[src/rtl/dca_lsu_arb_pkg.sv]
// Shared types and widths for the two-requester LSU/XMI arbiter: FSM state encoding,
// outstanding-counter width and grant-statistics width.
package dca_lsu_arb_pkg;

    typedef enum logic [1:0] {
        StIdle  = 2'd0,
        StLock0 = 2'd1,
        StLock1 = 2'd2
    } arb_state_e;

    localparam int unsigned OutstW = 4;
    localparam int unsigned StatW  = 16;

endpackage

[src/rtl/dca_lsu_arb_outstanding_cnt.sv]
// Saturating up/down counter of unanswered transactions with a full flag at MaxCount.
// A simultaneous increment and decrement leaves the count unchanged.
module dca_lsu_arb_outstanding_cnt
    import dca_lsu_arb_pkg::*;
#(
    parameter int unsigned MaxCount = 4
) (
    input  logic              clk,
    input  logic              rst,
    input  logic              inc_i,
    input  logic              dec_i,
    output logic [OutstW-1:0] cnt_o,
    output logic              full_o
);

    localparam logic [OutstW-1:0] MaxCnt = OutstW'(MaxCount);

    logic [OutstW-1:0] cnt_q, cnt_d;

    always_comb begin
        cnt_d = cnt_q;
        if (inc_i && !dec_i && (cnt_q < MaxCnt)) begin
            cnt_d = cnt_q + OutstW'(1);
        end else if (dec_i && !inc_i && (cnt_q != '0)) begin
            cnt_d = cnt_q - OutstW'(1);
        end
    end

    always_ff @(posedge clk) begin
        if (rst) begin
            cnt_q <= '0;
        end else begin
            cnt_q <= cnt_d;
        end
    end

    assign cnt_o  = cnt_q;
    assign full_o = (cnt_q >= MaxCnt);

endmodule

[src/rtl/dca_matrix_lsu_xmi_arb.sv]
// Two-requester round-robin burst arbiter onto one XMI master port, with burden-tagged response
// routing. Define DCA_MATRIX_LSU_ARB_STAT_EN to add saturating per-requester grant counters.
module dca_matrix_lsu_xmi_arb
    import dca_lsu_arb_pkg::*;
#(
    parameter int unsigned BW_ADDR         = 32,
    parameter int unsigned BW_DATA         = 32,
    parameter int unsigned BW_BURDEN       = 1,
    parameter int unsigned MAX_OUTSTANDING = 4
) (
    input  logic                   clk,
    input  logic                   rst,

    input  logic                   r0_qvalid,
    input  logic                   r0_qlast,
    input  logic                   r0_qwrite,
    input  logic [7:0]             r0_qlen,
    input  logic [BW_ADDR-1:0]     r0_qaddr,
    input  logic [BW_DATA-1:0]     r0_qwdata,
    input  logic [BW_DATA/8-1:0]   r0_qwstrb,
    input  logic [BW_BURDEN-1:0]   r0_qburden,
    output logic                   r0_qready,
    output logic                   r0_yvalid,
    output logic                   r0_ylast,
    output logic                   r0_ywreply,
    output logic [1:0]             r0_yresp,
    output logic [BW_DATA-1:0]     r0_yrdata,
    output logic [BW_BURDEN-1:0]   r0_yburden,
    input  logic                   r0_yready,

    input  logic                   r1_qvalid,
    input  logic                   r1_qlast,
    input  logic                   r1_qwrite,
    input  logic [7:0]             r1_qlen,
    input  logic [BW_ADDR-1:0]     r1_qaddr,
    input  logic [BW_DATA-1:0]     r1_qwdata,
    input  logic [BW_DATA/8-1:0]   r1_qwstrb,
    input  logic [BW_BURDEN-1:0]   r1_qburden,
    output logic                   r1_qready,
    output logic                   r1_yvalid,
    output logic                   r1_ylast,
    output logic                   r1_ywreply,
    output logic [1:0]             r1_yresp,
    output logic [BW_DATA-1:0]     r1_yrdata,
    output logic [BW_BURDEN-1:0]   r1_yburden,
    input  logic                   r1_yready,

    output logic                   mq_valid,
    output logic                   mq_last,
    output logic                   mq_write,
    output logic [7:0]             mq_len,
    output logic [BW_ADDR-1:0]     mq_addr,
    output logic [BW_DATA-1:0]     mq_wdata,
    output logic [BW_DATA/8-1:0]   mq_wstrb,
    output logic [BW_BURDEN:0]     mq_burden,
    input  logic                   mq_ready,

    input  logic                   my_valid,
    input  logic                   my_last,
    input  logic                   my_wreply,
    input  logic [1:0]             my_resp,
    input  logic [BW_DATA-1:0]     my_rdata,
    input  logic [BW_BURDEN:0]     my_burden,
    output logic                   my_ready,

`ifdef DCA_MATRIX_LSU_ARB_STAT_EN
    output logic [StatW-1:0]       stat_grant0,
    output logic [StatW-1:0]       stat_grant1,
`endif
    output logic                   busy
);

    arb_state_e        state_q, state_d;
    logic              rr_q, rr_d;
    logic              locked;
    logic              owner;
    logic              burst_done;
    logic              rsp_sel;
    logic              rsp_done;
    logic [OutstW-1:0] outs_cnt;
    logic              outs_full;

    assign locked = (state_q == StLock0) || (state_q == StLock1);
    assign owner  = (state_q == StLock1);

    // Request path: the locked requester drives the master port; nothing is issued while idle.
    always_comb begin
        if (owner) begin
            mq_last   = r1_qlast;
            mq_write  = r1_qwrite;
            mq_len    = r1_qlen;
            mq_addr   = r1_qaddr;
            mq_wdata  = r1_qwdata;
            mq_wstrb  = r1_qwstrb;
            mq_burden = {1'b1, r1_qburden};
        end else begin
            mq_last   = r0_qlast;
            mq_write  = r0_qwrite;
            mq_len    = r0_qlen;
            mq_addr   = r0_qaddr;
            mq_wdata  = r0_qwdata;
            mq_wstrb  = r0_qwstrb;
            mq_burden = {1'b0, r0_qburden};
        end
    end

    assign mq_valid   = locked && (owner ? r1_qvalid : r0_qvalid);
    assign r0_qready  = (state_q == StLock0) && mq_ready;
    assign r1_qready  = (state_q == StLock1) && mq_ready;
    assign burst_done = mq_valid && mq_ready && mq_last;

    always_comb begin
        state_d = state_q;
        rr_d    = rr_q;
        unique case (state_q)
            StIdle: begin
                if ((r0_qvalid || r1_qvalid) && !outs_full) begin
                    if (r0_qvalid && r1_qvalid) begin
                        state_d = rr_q ? StLock1 : StLock0;
                    end else begin
                        state_d = r1_qvalid ? StLock1 : StLock0;
                    end
                end
            end
            StLock0, StLock1: begin
                // Only a last-beat handshake releases the lock; a qvalid drop just stalls.
                if (burst_done) begin
                    rr_d    = ~owner;
                    state_d = StIdle;
                end
            end
            default: state_d = StIdle;
        endcase
    end

    always_ff @(posedge clk) begin
        if (rst) begin
            state_q <= StIdle;
            rr_q    <= 1'b0;
        end else begin
            state_q <= state_d;
            rr_q    <= rr_d;
        end
    end

    // Response path: the burden MSB names the requester, independent of the request FSM.
    assign rsp_sel    = my_burden[BW_BURDEN];
    assign r0_yvalid  = my_valid && !rsp_sel;
    assign r1_yvalid  = my_valid && rsp_sel;
    assign r0_ylast   = my_last;
    assign r1_ylast   = my_last;
    assign r0_ywreply = my_wreply;
    assign r1_ywreply = my_wreply;
    assign r0_yresp   = my_resp;
    assign r1_yresp   = my_resp;
    assign r0_yrdata  = my_rdata;
    assign r1_yrdata  = my_rdata;
    assign r0_yburden = my_burden[BW_BURDEN-1:0];
    assign r1_yburden = my_burden[BW_BURDEN-1:0];
    assign my_ready   = rsp_sel ? r1_yready : r0_yready;
    assign rsp_done   = my_valid && my_ready && my_last;

    dca_lsu_arb_outstanding_cnt #(
        .MaxCount(MAX_OUTSTANDING)
    ) u_outstanding_cnt (
        .clk   (clk),
        .rst   (rst),
        .inc_i (burst_done),
        .dec_i (rsp_done),
        .cnt_o (outs_cnt),
        .full_o(outs_full)
    );

    assign busy = (state_q != StIdle) || (outs_cnt != '0) || r0_qvalid || r1_qvalid;

`ifdef DCA_MATRIX_LSU_ARB_STAT_EN
    logic [StatW-1:0] stat0_q, stat0_d;
    logic [StatW-1:0] stat1_q, stat1_d;

    always_comb begin
        stat0_d = stat0_q;
        stat1_d = stat1_q;
        if (burst_done && !owner && (stat0_q != '1)) begin
            stat0_d = stat0_q + StatW'(1);
        end
        if (burst_done && owner && (stat1_q != '1)) begin
            stat1_d = stat1_q + StatW'(1);
        end
    end

    always_ff @(posedge clk) begin
        if (rst) begin
            stat0_q <= '0;
            stat1_q <= '0;
        end else begin
            stat0_q <= stat0_d;
            stat1_q <= stat1_d;
        end
    end

    assign stat_grant0 = stat0_q;
    assign stat_grant1 = stat1_q;
`endif

endmodule
[config.mk]
export PLATFORM = sky130hd
export DESIGN_NAME = dca_matrix_lsu_xmi_arb
export DESIGN_NICKNAME = d
export VERILOG_FILES = /design/src/rtl/dca_lsu_arb_pkg.sv /design/src/rtl/dca_lsu_arb_outstanding_cnt.sv /design/src/rtl/dca_matrix_lsu_xmi_arb.sv
export SDC_FILE = /design/constraint.sdc
export NUM_CORES = 1
export LEC_CHECK = 0
export ABC_CLOCK_PERIOD_IN_PS = 2400
export BUFFER_PORTS_ARGS = -buffer_cell sky130_fd_sc_hd__buf_4
export CAP_MARGIN = 20
export CORE_AREA = 2 2 144 146
export CTS_CLUSTER_DIAMETER = 150
export DETAILED_ROUTE_END_ITERATION = 7
export DIE_AREA = 0 0 146 148
export PLACE_DENSITY_LB_ADDON = 0.05
export SLEW_MARGIN = 20
export SYNTH_ARGS = -nofsm -noshare
export SYNTH_HDL_FRONTEND = slang
export SYNTH_SLANG_ARGS = --single-unit
export TNS_END_PERCENT = 100
[constraint.sdc]
create_clock -name clk -period 2.4 [get_ports clk]
set_clock_uncertainty 0.1 [all_clocks]
set_input_delay 0.24 -clock clk [delete_from_list [all_inputs] [get_ports clk]]
set_output_delay 0.24 -clock clk [all_outputs]
set_load 0.02 [all_outputs]
Word-level counts from Yosys, hierarchy flattened. Index checks and enable logic that the tools add are counted.

Output and inout port bits: 161. Input bits: 204. Logic and storage cells: 60. Register bits: 7.

Reductions and logical operators: 31. $add $sub $neg: 2. Bitwise logic cells: 1. Magnitude comparators: 2. Equality and inequality tests: 4. Multiplexer cells: 17.

Operator list (number): $mux W32 (2); $logic_and A1 B1 Y1 (15); $mux W2 (6); $mux W4 (3); $mux W8 (1); $logic_or A1 B1 Y1 (5); $add A4 B1 Y4 const B (1); $ge A4 B3 Y1 const B (1); $logic_not A1 Y1 (4); $lt A4 B3 Y1 const B (1); $mux W1 (4); $pmux W2 S2 (1); $reduce_and A2 Y1 (2); $reduce_bool A2 Y1 (2); $reduce_bool A4 Y1 (1); $sub A4 B1 Y4 const B (1); $eq A2 B1 Y1 const B (1); $eq A2 B2 Y1 const B (1); $logic_not A2 Y1 (1); $ne A2 B1 Y1 const B (1); $ne A2 B2 Y1 const B (1); $reduce_or A2 Y1 (1); $not A1 Y1 (1).

Depth between registers and ports, before layout. Gate-level depths: netlist of the first run.

Word-level depth: 10. Depth in mapped cells: 11. Depth with buffers taken out: 10.

Cells and area by module. From an unflattened synthesis of the first run, not the netlist that was laid out.

Cells, all modules: 227. Area total of the unflattened synthesis: 2062.0 um^2.

By module, submodules not included: dca_matrix_lsu_xmi_arb (area an instance 1804.2 um^2, cells an instance 201, seq. area each 60.1 um^2, instances 1); dca_lsu_arb_outstanding_cnt (area an instance 257.7 um^2, cells an instance 26, seq. area each 80.1 um^2, instances 1).

Worst setup path before layout of the first run. No wires, ideal clock.

Path type: register -> register. Start: register state_q[0]. End: register u_outstanding_cnt.cnt_q[3] (netlist: u_outstanding_cnt.cnt_o[3]). Path slack: -182 ps. Data required time: 2184 ps. Cell stages (with the launch flop): 12. Period minus slack after synthesis: 2582 ps. Data arrival time: 2366 ps. Path buffers: 1. Cells stage by stage: dfxtp_1 inv_1 ha_1 buf_4 mux2_2 nand4b_4 or2_2 ha_1 a21o_1 a21oi_1 and3_2 nor3_1.

RTL lines: from (decl) (RTL line dca_matrix_lsu_xmi_arb.sv:73) `arb_state_e state_q, state_d;`; from (signal assigned) (RTL line dca_matrix_lsu_xmi_arb.sv:138) `state_q <= StIdle;`; from (signal assigned) (RTL line dca_matrix_lsu_xmi_arb.sv:141) `state_q <= state_d;`; $eq A2 B2 Y1 (*) (RTL line dca_matrix_lsu_xmi_arb.sv:84) `assign owner = (state_q == StLock1);`; net owner (RTL line dca_matrix_lsu_xmi_arb.sv:76) `logic owner;`; $mux W1 (*) (RTL line dca_matrix_lsu_xmi_arb.sv:88) `if (owner) begin`; net mq_last (RTL line dca_matrix_lsu_xmi_arb.sv:49) `output logic mq_last,`; $logic_and A1 B1 Y1 (*) (RTL line dca_matrix_lsu_xmi_arb.sv:110) `assign burst_done = mq_valid && mq_ready && mq_last;`; $logic_not A1 Y1 (RTL line dca_lsu_arb_outstanding_cnt.sv:24) `end else if (dec_i && !inc_i && (cnt_q != '0)) begin`; $logic_and A1 B1 Y1 (2 in series) (RTL line dca_lsu_arb_outstanding_cnt.sv:24); $reduce_bool A2 Y1 (no line); to (signal assigned) (RTL line dca_lsu_arb_outstanding_cnt.sv:33) `cnt_q <= cnt_d;`; to (decl) (RTL line dca_lsu_arb_outstanding_cnt.sv:18) `logic [OutstW-1:0] cnt_q, cnt_d;`.

Mark *: on every way through the listed nets, which the timed path passes. The rest lies on a longest branch. A chain may end at the register's enable or synchronous reset.

Worst setup path in the final report of the first run.
Start: register state_q[0]. End: register u_outstanding_cnt.cnt_q[3] (netlist: u_outstanding_cnt.cnt_o[3]).

Cells in the longest elaborated chain, start to end: 9.

RTL lines: $eq A2 B2 Y1 / $eq A2 B1 Y1 (equally long branches) (RTL line dca_matrix_lsu_xmi_arb.sv:83, dca_matrix_lsu_xmi_arb.sv:84); $mux W1 / $logic_or A1 B1 Y1 (equally long branches) (RTL line dca_matrix_lsu_xmi_arb.sv:107, dca_matrix_lsu_xmi_arb.sv:83); $logic_and A1 B1 Y1 (RTL line dca_matrix_lsu_xmi_arb.sv:107) `assign mq_valid = locked && (owner ? r1_qvalid : r0_qvalid);`; $logic_and A1 B1 Y1 (RTL line dca_matrix_lsu_xmi_arb.sv:110); $logic_and A1 B1 Y1 (*) (RTL line dca_matrix_lsu_xmi_arb.sv:110); $logic_not A1 Y1 (RTL line dca_lsu_arb_outstanding_cnt.sv:24); $logic_and A1 B1 Y1 (2 in series) (RTL line dca_lsu_arb_outstanding_cnt.sv:24); $reduce_bool A2 Y1 (no line).

Every way passes the cells marked *; elsewhere a longest branch is shown, timed or not.

==> results of run 1 <==
==> cell usage after synthesis, types with 2 or more instances <==
master	count
nand3_1	2
dfxtp_1	7
nor3_1	2
nand2_1	2
mux2i_1	2
a21oi_1	5
ha_1	5
and2_1	2
or2_2	2
buf_4	76
inv_1	3
mux2_2	79
xnor2_1	2
clkbuf_1	8
nor2_1	6
==> routing by layer <==
metal	routed length [um]	global-route usage
met5	0	0
met4	135	0.0180
met3	1340	0.0457
met2	5410	0.160
met1	3470	0.0875
==> final timing paths <==
check / endpoint / startpoint / cells past startpoint
worst max-delay path: u_outstanding_cnt.cnt_o[3]$_SDFFE_PP0P_ / state_q[0]$_SDFFE_PP0P_ / 10
worst max register to register: u_outstanding_cnt.cnt_o[3]$_SDFFE_PP0P_ / state_q[0]$_SDFFE_PP0P_ / 10
worst min-delay path: rr_q$_SDFFE_PP0P_ / rst / 2
worst min register to register: state_q[0]$_SDFFE_PP0P_ / state_q[0]$_SDFFE_PP0P_ / 2
==> per-stage QoR <==
stage / worst slack (ns) / power [mW] / cells / util / area (um^2)
after floorplan: 0.00765 / 1.20 / 220 / - / 2030
final: 0.130 / 1.97 / 670 / 0.191 / 3820
after global placement: 0.0227 / 1.71 / 666 / 0.186 / 3740
after global routing: 0.00816 / 2.10 / 670 / 0.191 / 3820
after CTS: 0.0884 / 2.00 / 670 / 0.191 / 3820
after detailed placement: 0.0000309 / 1.70 / 666 / 0.186 / 3740
==> cell type report <==
| cell class | count | area share |
|---|---|---|
| well taps | 270 | 0.0884 |
| clock buffers | 4 | 0.0206 |
| multi-input cells | 126 | 0.339 |
| repair buffers | 260 | 0.512 |
| flip-flops and latches | 7 | 0.0367 |
| inverters | 3 | 0.00295 |
==> cell usage in the layout (no fill, tap or decap), types with 2 or more instances in the layout <==
cell type,Yosys,layout
nor2_1,6,6
nand2_1,2,2
inv_1,3,3
xnor2_1,2,2
buf_4,76,259
mux2_2,79,78
mux2i_1,2,2
clkbuf_16,0,3
nand3_1,2,2
ha_1,5,4
a21oi_1,5,4
and2_1,2,2
mux2_4,1,2
nor3_1,2,2
dfxtp_1,7,7
==> state kept, by name, indices dropped and copies added, names as in the netlist <==
name	flops
u_outstanding_cnt.cnt_o	4
rr_q	1
state_q	2
==> power groups by stage <==
stage | Sequential (mW) | Clock [mW] | Combinational (mW)
5_1_grt | 0.179 | 0.308 | 1.61
3_3_place_gp | 0.178 | 0 | 1.53
6_report | 0.174 | 0.296 | 1.50
4_1_cts | 0.175 | 0.299 | 1.53
3_5_place_dp | 0.176 | 0 | 1.52
2_1_floorplan | 0.165 | 0 | 1.03
==> cells by family (layout without fill, tap and decap cells) <==
family,after synthesis,after routing,share of synthesized area
AOI/OAI and AO/OA,11,11,0.0371
xor gates and xnor gates,2,2,0.00865
and+or+nand+nor,24,24,0.0742
adders and majority gates,6,6,0.0408
buffers and inverters,87,267,0.302
DFF,7,7,0.0692
muxes,83,83,0.468
==> repair_timing <==
item / CTS / global route
setup endpoints to repair: 59 / 8
gates resized for setup: 1 / 1
pin swaps: 0 / 1
hold buffers: 0 / 0
==> results by stage, run 1 <==
STA:
- The worst path in the final design needs a cycle of 2.27 ns, including I/O delays and setup.
- Dividing the final minimum period by the clock period gives 0.946.
- Setup repair after global routing left no endpoint under its margin.
- The highest achievable clock rate is 440 MHz.
- The total count of hold-check failures in the final report was 0.
- The setup total negative slack is 0 ns.
- The worst hold margin is 0.140 ns.
- Setup violations remaining at the end of the flow were counted as 0.
- In this run the tightest slew margin relative to its limit is 0.675.
- The final-report max-slew violation count came to 0.
- The slew at the pin closest to its max-slew limit is 0.487 ns.

GRT:
- Entering global routing, the biggest net connects 61 pins.
- The total overflow left after global routing is 0.
- The total routing usage reported by global routing is 0.0869.
- The number of antenna violations at the first check in global routing came to 0.
- The first global-routing pass estimated 14,300 um of wire.
- The via count of the first global-routing pass is 2,303.

Logic synthesis:
- The total nets after synthesis is 430.
- During synthesis, Yosys emitted a total of 0 warnings.
- The share of synthesized area in the top cell type comes to 0.439.
- Yosys mapped a number of flops with a built-in enable equal to 0.
- The post-synthesis instance area is 0.00202 mm^2.
- mux2_2 takes more of the synthesized area than any other cell.
- Of all flip-flops after synthesis, the portion carrying an async set or reset was 0.
- The part of the Yosys area used for sequential elements is 0.0692.
- The primary flip-flop cell chosen by synthesis mapping is dfxtp_1.
- After synthesis, the cell types taking the most area are mux2_2 44%, buf_4 28%, dfxtp_1 6.9%.
- The mean post-synth cell area is 9.20 um^2.
- In this run, distinct cell masters in the synthesized netlist total 32.
- The synthesized design contains 7 register bits.
- The synthesized instance count is 220.

Critical path:
- The largest fanout of any net on the critical path is 4.
- Walking the worst path, the cells encountered are inv_1 -> ha_4 -> mux2i_1 -> nand4b_4 -> or2_4 -> ha_1 -> a21o_1 -> a21oi_2 -> and3_2 -> nor3_1.
- In this run the register-to-register setup slack is 0.13 ns.
- On the worst path, the slowest cell contributes a delay of 0.35 ns.
- The count of buffer and inverter cells on the critical path is 1.
- The critical path required time is 2.43 ns.
- The worst endpoint data arrival time is 2.30 ns.
- The setup path with the least slack is of type flop to flop.
- The cell with the largest stage delay on the worst path is dfxtp_1.
- The capturing element type of the critical path is a flop.
- Grouping stages by cell kind, the critical path spends the most delay in simple AND/OR/NAND/NOR gates.
- The sort of element at the start of the critical path is a flop.

Finish:
- The sequential cells in the finished layout cover a total of 140 um^2.
- The ratio of cells with drive above 1 in the final layout is 0.880.
- The antenna cell count is 0.
- The net total in the final layout is 611.
- Compared with the post-synthesis result, the final layout area differs by 88.8%.
- In the final layout, the multi-input gates occupy 0.00129 mm^2.
- The layout filler cell count is 2,326.

Flow run:
- Across the run, the number of max-cap violations was 0.

Power:
- For this design the ratio of total power to cell area is 514 mW/mm^2.
- The highest ir drop seen on vdd is 0.000147 V.
- The leakage power is 1.81 nW.
- Of the total power, the share spent switching nets is 0.415.
- The fraction of power consumed by sequential logic is 0.089.
- The share of total power dissipated in combinational logic is 0.761.
- The internal portion of the total power is 1.15 mW.
- In this run the power spent charging and discharging nets is 0.816 mW.
- The clock group share of total power is 0.150.

Floorplan:
- In this run the count of I/O pins placed on the die edge is 365.
- The number of cell rows is 52.
- Measured along the x axis, the die boundary spans 146 um.
- The starting density of the core is 0.101.
- The die covers 0.0216 mm^2.
- Measured along the y axis, the die boundary spans 148 um.
- The region available for standard cell placement spans 0.0200 mm^2.

Place:
- The number of buffer cells added on primary ports is 256.
- The HPWL reported at the end of detailed placement is 9200 um.
- The congestion estimate from routability-driven global placement came to 0.717.

Clock tree:
- In this run the deepest clock path goes through 2 buffers.
- Clock tree synthesis found a total of 7 sinks.
- In this run the number of H-tree levels came out at 1.
- At the later pin of the worst-skew pair, clock insertion delay measures 0.24 ns.
- TritonCTS built the clock tree.
- The root buffer cell chosen for the clock tree is clkbuf_16.
- The register clock-pin slew on the reported worst setup and hold paths is 0.04 ns.
- After clock tree synthesis, the setup repair step added 0 buffers.
- Buffers inserted during clock tree synthesis total 3.

Routing:
- The detail route stage leaves a number of antenna-violating nets equal to 0.
- The average wire per standard cell is 15.5 um.
- The first detailed-routing pass ran for 4 iterations.
- The iteration-0 DRC count of the detailed router is 38.
- The DRC violation count after routing is 0.
- The total number of vias is 2,166.
- Dividing the detail-routed via count by the number of cells gives 3.23.
- The sum of routed wire length over all layers is 10,400 um.

Status:
- The run finished with clean final reports.

Min path:
- The path class of the tightest hold or removal check is primary input to flop.
(Power assumes the default switching activity.)
==> inputs of run 2 (changes only) <==
Settings changed: ABC_CLOCK_PERIOD_IN_PS 2400 to 2200, CORE_AREA 2 2 144 146 to 2 2 142 144, DIE_AREA 0 0 146 148 to 0 0 144 146.
Clock period 2.4 ns to 2.2 ns, I/O delays scaled along.
==> run 2 against run 1 <==
Final cell count is 0.15% lower. Sequential power increased by 9%. Register-to-register slack worse by 0.03 ns. Non-clock buffer count rose by 4. Total power rose by 12%. Die area fell by 2.7%. Sequential cell count unchanged. Core utilization grew 0.97 points. Combinational power increased by 13%. Fmax rose by 7.9%. Worst hold slack worse by 0.015 ns.
==> results by stage, run 2 (synthesis results as in run 1) <==
Routing:
- The DRC violation count after routing is 0.
- The uppermost layer routed is met4.
- The first routing iteration left 35 violations.
- Dividing the detail-routed via count by the number of cells gives 3.29.
- The number of detailed-routing iterations run before antenna repair is 4.
- The routed design uses 1220 um of met3 wire.
- The final layout contains routed wiring with a total length of 10,500 um.
- The detailed-routed wire length on met2 is 5830 um.
- The total number of vias is 2,202.
- The average wire per standard cell is 15.6 um.
- The detail route stage leaves a number of antenna-violating nets equal to 0.
- The detailed router put a total of 3390 um of wire on met1.

Clock tree:
- TritonCTS built the clock tree.
- The root buffer selected by CTS is clkbuf_16.
- The post-CTS repair timing setup buffer count is 0.
- The count of H-tree levels built during CTS is 1.
- The deepest clock path buffer count is 2.
- Clock tree synthesis found a total of 7 sinks.
- For the worst-skew pair, the clock arrives at the later sink with an insertion delay of 0.23 ns.
- The number of clock buffers added by TritonCTS is 3.
- After clock tree synthesis, the clock-pin slew on the worst setup and hold paths is 0.04 ns.

Place:
- Summing all placed instances gives a cell area of 0.00379 mm^2.
- The number of buffer cells added on primary ports is 256.
- Summed over all nets, the half-perimeter wirelength after detailed placement is 9320 um.
- The placer congestion estimate is 0.744.
- The worst setup slack after placement is -0.0608 ns.

Floorplan:
- The x dimension of the die is 144 um.
- The floorplan step defined a core boundary enclosing 0.0193 mm^2.
- The number of cell rows is 51.
- The chip height is 146 um.
- For this configuration, the core starts out at a cell density of 0.105.
- The floorplan die area is 0.0210 mm^2.
- For this design the top-level I/O count stands at 365.

Min path:
- In this run the worst hold path is classified as primary input to flop.
- The count of cells along the worst hold path is 2.

GRT:
- The residual overflow from global routing is 0.
- Entering global routing, the biggest net connects 59 pins.
- Across every metal layer, demand over resource in global routing totals 0.0876.
- The first global-routing pass estimated 13,800 um of wire.
- The number of antenna violations at the first check in global routing is 0.
- The via count of the first global-routing pass is 2,120.

Critical path:
- The cell with the largest stage delay on the worst path is dfxtp_2.
- The worst register-to-register path has a depth of 10.
- The worst endpoint data arrival time is 2.12 ns.
- For this run, the slowest stage of the critical path takes 0.33 ns.
- The cell family contributing the most delay on the critical path is simple AND/OR/NAND/NOR gates.
- The cell repeated most along the worst path is ha_4.
- The category of the most critical setup path is flop to flop.
- STA classifies the critical path endpoint as a flop.
- The sort of element at the start of the critical path is a flop.
- At the worst endpoint, the required time is 2.22 ns.
- Together, buffers and inverters on the worst path number 1.
- Traced cell by cell, the critical path runs through inv_2 -> ha_4 -> mux2_4 -> nand4b_4 -> or2_4 -> ha_4 -> a21o_1 -> a21oi_2 -> and3_4 -> nor3_1.
- The critical path crosses 10 cells after its start point.
- Of all nets on the critical path, the largest fanout is 5.

STA:
- The final-report max-slew violation count came to 0.
- The highest achievable clock rate is 475 MHz.
- The setup violation total in the final timing report is 0.
- In the finished design, the share of the clock period the worst path needs comes to 0.956.
- After layout, the worst setup slack is 0.0968 ns.
- The post-layout minimum cycle time is 2.10 ns.
- The worst max-slew margin expressed relative to the limit is 0.739.
- The total count of hold-check failures in the final report is 0.
- At the pin with the least slew margin, the transition time is 0.388 ns.

Power:
- The total power density per cell area is 566 mW/mm^2.
- The worst-case IR drop observed on VDD is 0.000317 V.
- The analysis attributes to cell leakage a power of 1.84 nW.

Finish:
- The number of antenna diodes in the final layout is 0.
- The layout overhead on the synthesized area is 91.4%.
- The register area is 143 um^2.
- The flip-flop count of the largest register, all copies and words added is 4.
- The cell area after layout is 0.00387 mm^2.
- In the final design database the tool counted 615 nets.
- The most common library cell in the layout ignoring fill and taps is buf_4.
- In the final layout, the share of cells above drive strength 1 is 0.894.
- Leaving out fill and tap cells, the most frequent cells in the layout are 263 x buf_4, 78 x mux2_2, 6 x nor2_1, 5 x dfxtp_1, 4 x a21oi_1.
- The multi-input combinational cells in the finished layout cover a total of 0.00132 mm^2.
- Fill cells in the final layout number 2,181.

Status:
- The run finished with clean final reports.

Flow run:
- The tool flagged a number of max-cap violations equal to 0.
run 2: final timing paths:
kind	slack [ns]	endpoint	from
hold reg to reg	0.37	state_q[0]$_SDFFE_PP0P_	state_q[0]$_SDFFE_PP0P_
setup reg to reg	0.1	u_outstanding_cnt.cnt_o[3]$_SDFFE_PP0P_	state_q[0]$_SDFFE_PP0P_
setup / recovery	0.1	u_outstanding_cnt.cnt_o[3]$_SDFFE_PP0P_	state_q[0]$_SDFFE_PP0P_
hold / removal	0.12	u_outstanding_cnt.cnt_o[2]$_SDFFE_PP0P_	rst
run 2: routing by layer:
metal	GRT usage	vias to the layer above
li1	-	1060
met1	0.0867	974
met2	0.178	161
met3	0.0309	7
met4	0.00637	0
met5	0	-
run 2: stage by stage:
step / hold WS (ns) / power (mW) / utilization / setup TNS, ns / cells
4_1_cts: 0.125 / 2.23 / 0.200 / 0 / 669
5_1_grt: 0.135 / 2.34 / 0.200 / -0.00630 / 669
2_1_floorplan: 0.182 / 1.33 / - / -0.0359 / 220
6_report: 0.125 / 2.19 / 0.200 / 0 / 669
3_3_place_gp: 0.340 / 1.93 / 0.196 / -0.0845 / 665
3_5_place_dp: 0.340 / 1.92 / 0.196 / -0.112 / 665
run 2: repair_timing:
item | CTS | global route
gates resized for setup | 0 | 2
endpoints found under the setup margin | 0 | 2
hold buffers | 0 | 0
run 2: final cells by class:
| type | instances | share of cell area |
|---|---|---|
| repair buffers | 264 | 0.515 |
| multi-input cells | 126 | 0.340 |
| inverters | 3 | 0.00291 |
| well taps | 265 | 0.0856 |
| flip-flops and latches | 7 | 0.0368 |
| clock buffers | 4 | 0.0203 |
run 2: worst register-to-register path, cell delays in order (launching register included):
cell      delay, ns
dfxtp_2        0.33
inv_2          0.05
ha_4           0.19
mux2_4         0.23
nand4b_4       0.10
or2_4          0.27
ha_4           0.21
a21o_1         0.16
a21oi_2        0.14
and3_4         0.19
nor3_1         0.04
run 2: power by group:
| group | switching, mW | leakage (nW) | internal [mW] | total, mW |
|---|---|---|---|---|
| logic | 0.799 | 1.74 | 0.897 | 1.70 |
| clock network | 0.0675 | 0.0382 | 0.241 | 0.309 |
| registers | 0.0311 | 0.0577 | 0.159 | 0.190 |
| total | 0.897 | 1.84 | 1.30 | 2.19 |
==> inputs of run 3 (changes only) <==
==> constraint.sdc (replaced) <==
create_clock -name clk -period 2.2 [get_ports clk]
set_clock_uncertainty 0.1 [all_clocks]
set_input_delay 0.11 -clock clk [delete_from_list [all_inputs] [get_ports clk]]
set_output_delay 0.11 -clock clk [all_outputs]
set_load 0.02 [all_outputs]
==> run 3 against run 2 <==
Worst hold slack worse by 0.12 ns. Fmax is 0.51% lower. First-iteration DRC count is 11% higher. Design area is 0.52% lower. Core utilization is 0.10 points lower. Count of clock-buffer cells in the layout stayed put. Routed wire length is 0.13% higher. Via count is 0.41% lower. Clock power hardly changed. Die area stayed put. Critical path depth is 2 lower. Critical endpoint is now u_outstanding_cnt.cnt_o[2]$_SDFFE_PP0P_.
==> results by stage, run 3 (synthesis results as in run 1) <==
Status:
- The run finished with clean final reports.

Routing:
- The total number of vias is 2,193.
- The number of detailed-routing iterations run before antenna repair is 3.
- In this run the remaining antenna-violating nets after routing total 0.
- After detailed routing, the number of vias per cell comes to 3.29.
- The average wire per standard cell is 15.7 um.
- In this run, the number of DRC markers left after iteration 0 of detailed routing was 39.
- The sum of routed wire length over all layers is 10,500 um.
- In the routed design, unresolved DRC markers number 0.

Floorplan:
- The core region is 0.0193 mm^2.
- In this run the count of I/O pins placed on the die edge is 365.
- The x dimension of the die is 144 um.
- The initial utilization of the core area, before any placement, comes to 0.105.
- From bottom edge to top edge, the die measures 146 um.
- Row generation in the floorplan step produced 51 rows.
- The floorplan die area is 0.0210 mm^2.

GRT:
- The largest net degree at the start of global routing is 70.
- The number of antenna violations at the first check in global routing was 0.
- The residual overflow from global routing is 0.
- The via count of the first global-routing pass is 2,141.
- The first global-routing pass estimated 13,900 um of wire.
- Across every metal layer, demand over resource in global routing totals 0.0877.

Clock tree:
- The TritonCTS buffer count is 3.
- The post-CTS repair timing setup buffer count is 0.
- For this design, the CTS-stage hold fixing added 0 buffers.
- The later pin in the worst-skew pair is clocked with a latency of 0.23 ns.
- The deepest clock path buffer count is 2.
- The root buffer selected by CTS is clkbuf_16.
- TritonCTS built the clock tree.
- The total number of clock tree sinks is 7.
- After clock tree synthesis, the clock-pin slew on the worst setup and hold paths is 0.04 ns.
- The count of H-tree levels built during CTS is 1.

Critical path:
- STA classifies the critical path endpoint as a flop.
- Among all stages on the critical path, the largest delay is contributed by fa_1.
- At the worst endpoint, the required time is 2.24 ns.
- The largest stage delay on the critical path is 0.39 ns.
- Traced cell by cell, the critical path runs through inv_2 -> ha_4 -> mux2_4 -> nand4b_4 -> or2_4 -> fa_1 -> xnor2_1 -> a211oi_1.
- Broken down by cell family, the worst path's largest delay share belongs to adder cells.
- The count of buffer and inverter cells on the critical path is 1.
- The register-to-register setup slack is 0.09 ns.
- STA classifies the critical path startpoint as a flop.
- The critical path in this run is classified as flop to flop.
- Along the worst path, the maximum fanout reaches 4.
- Data arrives at the worst endpoint at 2.16 ns.

Finish:
- The share of the core filled with cells in the final layout is 0.199.
- The net total in the final layout is 613.
- The library cell used most frequently in the layout, excluding fill and tap cells, is buf_4.
- The layout overhead on the synthesized area is 90.4%.
- The flip-flop count of the largest register, all copies and words added is 4.
- The repair_antennas step left the layout with diodes totalling 0.
- The ratio of cells with drive above 1 in the final layout is 0.891.
- In the layout the commonest cells are 261 x buf_4, 78 x mux2_2, 6 x nor2_1, 5 x dfxtp_1, 4 x a21oi_1.

STA:
- The final-report max-slew violation count came to 0.
- The worst path in the final design needs a cycle of 2.11 ns, including I/O delays and setup.
- The total count of hold-check failures in the final report is 0.
- Setup slack closes at 0.0860 ns.
- The share of the clock period used by the worst path after layout is 0.961.
- The setup violation total in the final timing report is 0.
- The worst pin sits at a relative slew slack of 0.707.
- Setup repair after global routing left no endpoint under its margin.
- For the pin with the worst max-slew slack, the measured transition is 0.439 ns.
- Based on the critical path, the design can be clocked at up to 473 MHz.

Place:
- The count of buffers added on input and output ports is 256.
- The congestion estimate from routability-driven global placement came to 0.720.
- Before CTS, the worst setup slack after placement is 0.0487 ns.
- Detailed placement ended at an HPWL of 9290 um.

Flow run:
- The number of maximum-capacitance constraint violations is 0.

Power:
- IR analysis of the VDD net gives a maximum drop of 0.000311 V.
- The leakage power is 1.82 nW.
- After layout, the design draws a total of 2.18 mW.
- Of the total power, combinational logic draws 0.770.
- The switching power share of the total is 0.409.
- The analysis attributes to net switching a power of 0.893 mW.
- The fraction of power consumed by sequential logic is 0.087.
- The internal power of the cells totals 1.29 mW.
- The total power density per cell area is 566 mW/mm^2.
- The clock group share of total power is 0.143.

Min path:
- The tightest min-delay check is of the primary input to flop type.
## run 3: cell count changes in the layout (fill, tap and decap cells not counted), sizes merged
cell and change:
buf -2
## run 3: layout make-up
class,count,area (um^2)
well taps,265,332
flip-flops and latches,7,143
fillers,2180,15500
multi-input cells,126,1310
repair buffers,262,1980
clock buffers,4,78.8
inverters,3,11.3
## run 3: power groups by stage
stage	registers (mW)	logic (mW)	clock network [mW]
after floorplan	0.187	1.14	0
after global placement	0.194	1.72	0
after global routing	0.194	1.80	0.328
after CTS	0.190	1.72	0.321
final	0.190	1.68	0.312
after detailed placement	0.192	1.71	0
## run 3: worst paths after layout
| kind | start | end | depth (start not counted) |
|---|---|---|---|
| setup / recovery | state_q[0]$_SDFFE_PP0P_ | u_outstanding_cnt.cnt_o[2]$_SDFFE_PP0P_ | 8 |
| hold / removal | rst | state_q[0]$_SDFFE_PP0P_ | 2 |
| setup reg to reg | state_q[0]$_SDFFE_PP0P_ | u_outstanding_cnt.cnt_o[2]$_SDFFE_PP0P_ | 8 |
| hold reg to reg | state_q[0]$_SDFFE_PP0P_ | state_q[0]$_SDFFE_PP0P_ | 2 |
## run 3: routing by layer
layer  share of wire  global-route usage
met1            0.32              0.0849
met2            0.55               0.177
met3            0.13              0.0349
met4          0.0056             0.00735
met5               0                   0
## run 3: metrics by stage
step	hold WS [ns]	TNS, ns	instance area [um^2]	cells
floorplan	0.0717	-0.0359	2070	220
global placement	0.120	0	3770	663
detailed placement	0.120	0	3770	663
CTS	0.0108	0	3850	667
global route	0.0255	0	3850	667
finish	0.00752	0	3850	667
## run 3: repair_timing
item	4_1_cts	5_1_grt
gates resized for setup	0	1
setup endpoints to repair	0	2
hold endpoints to repair	0	0
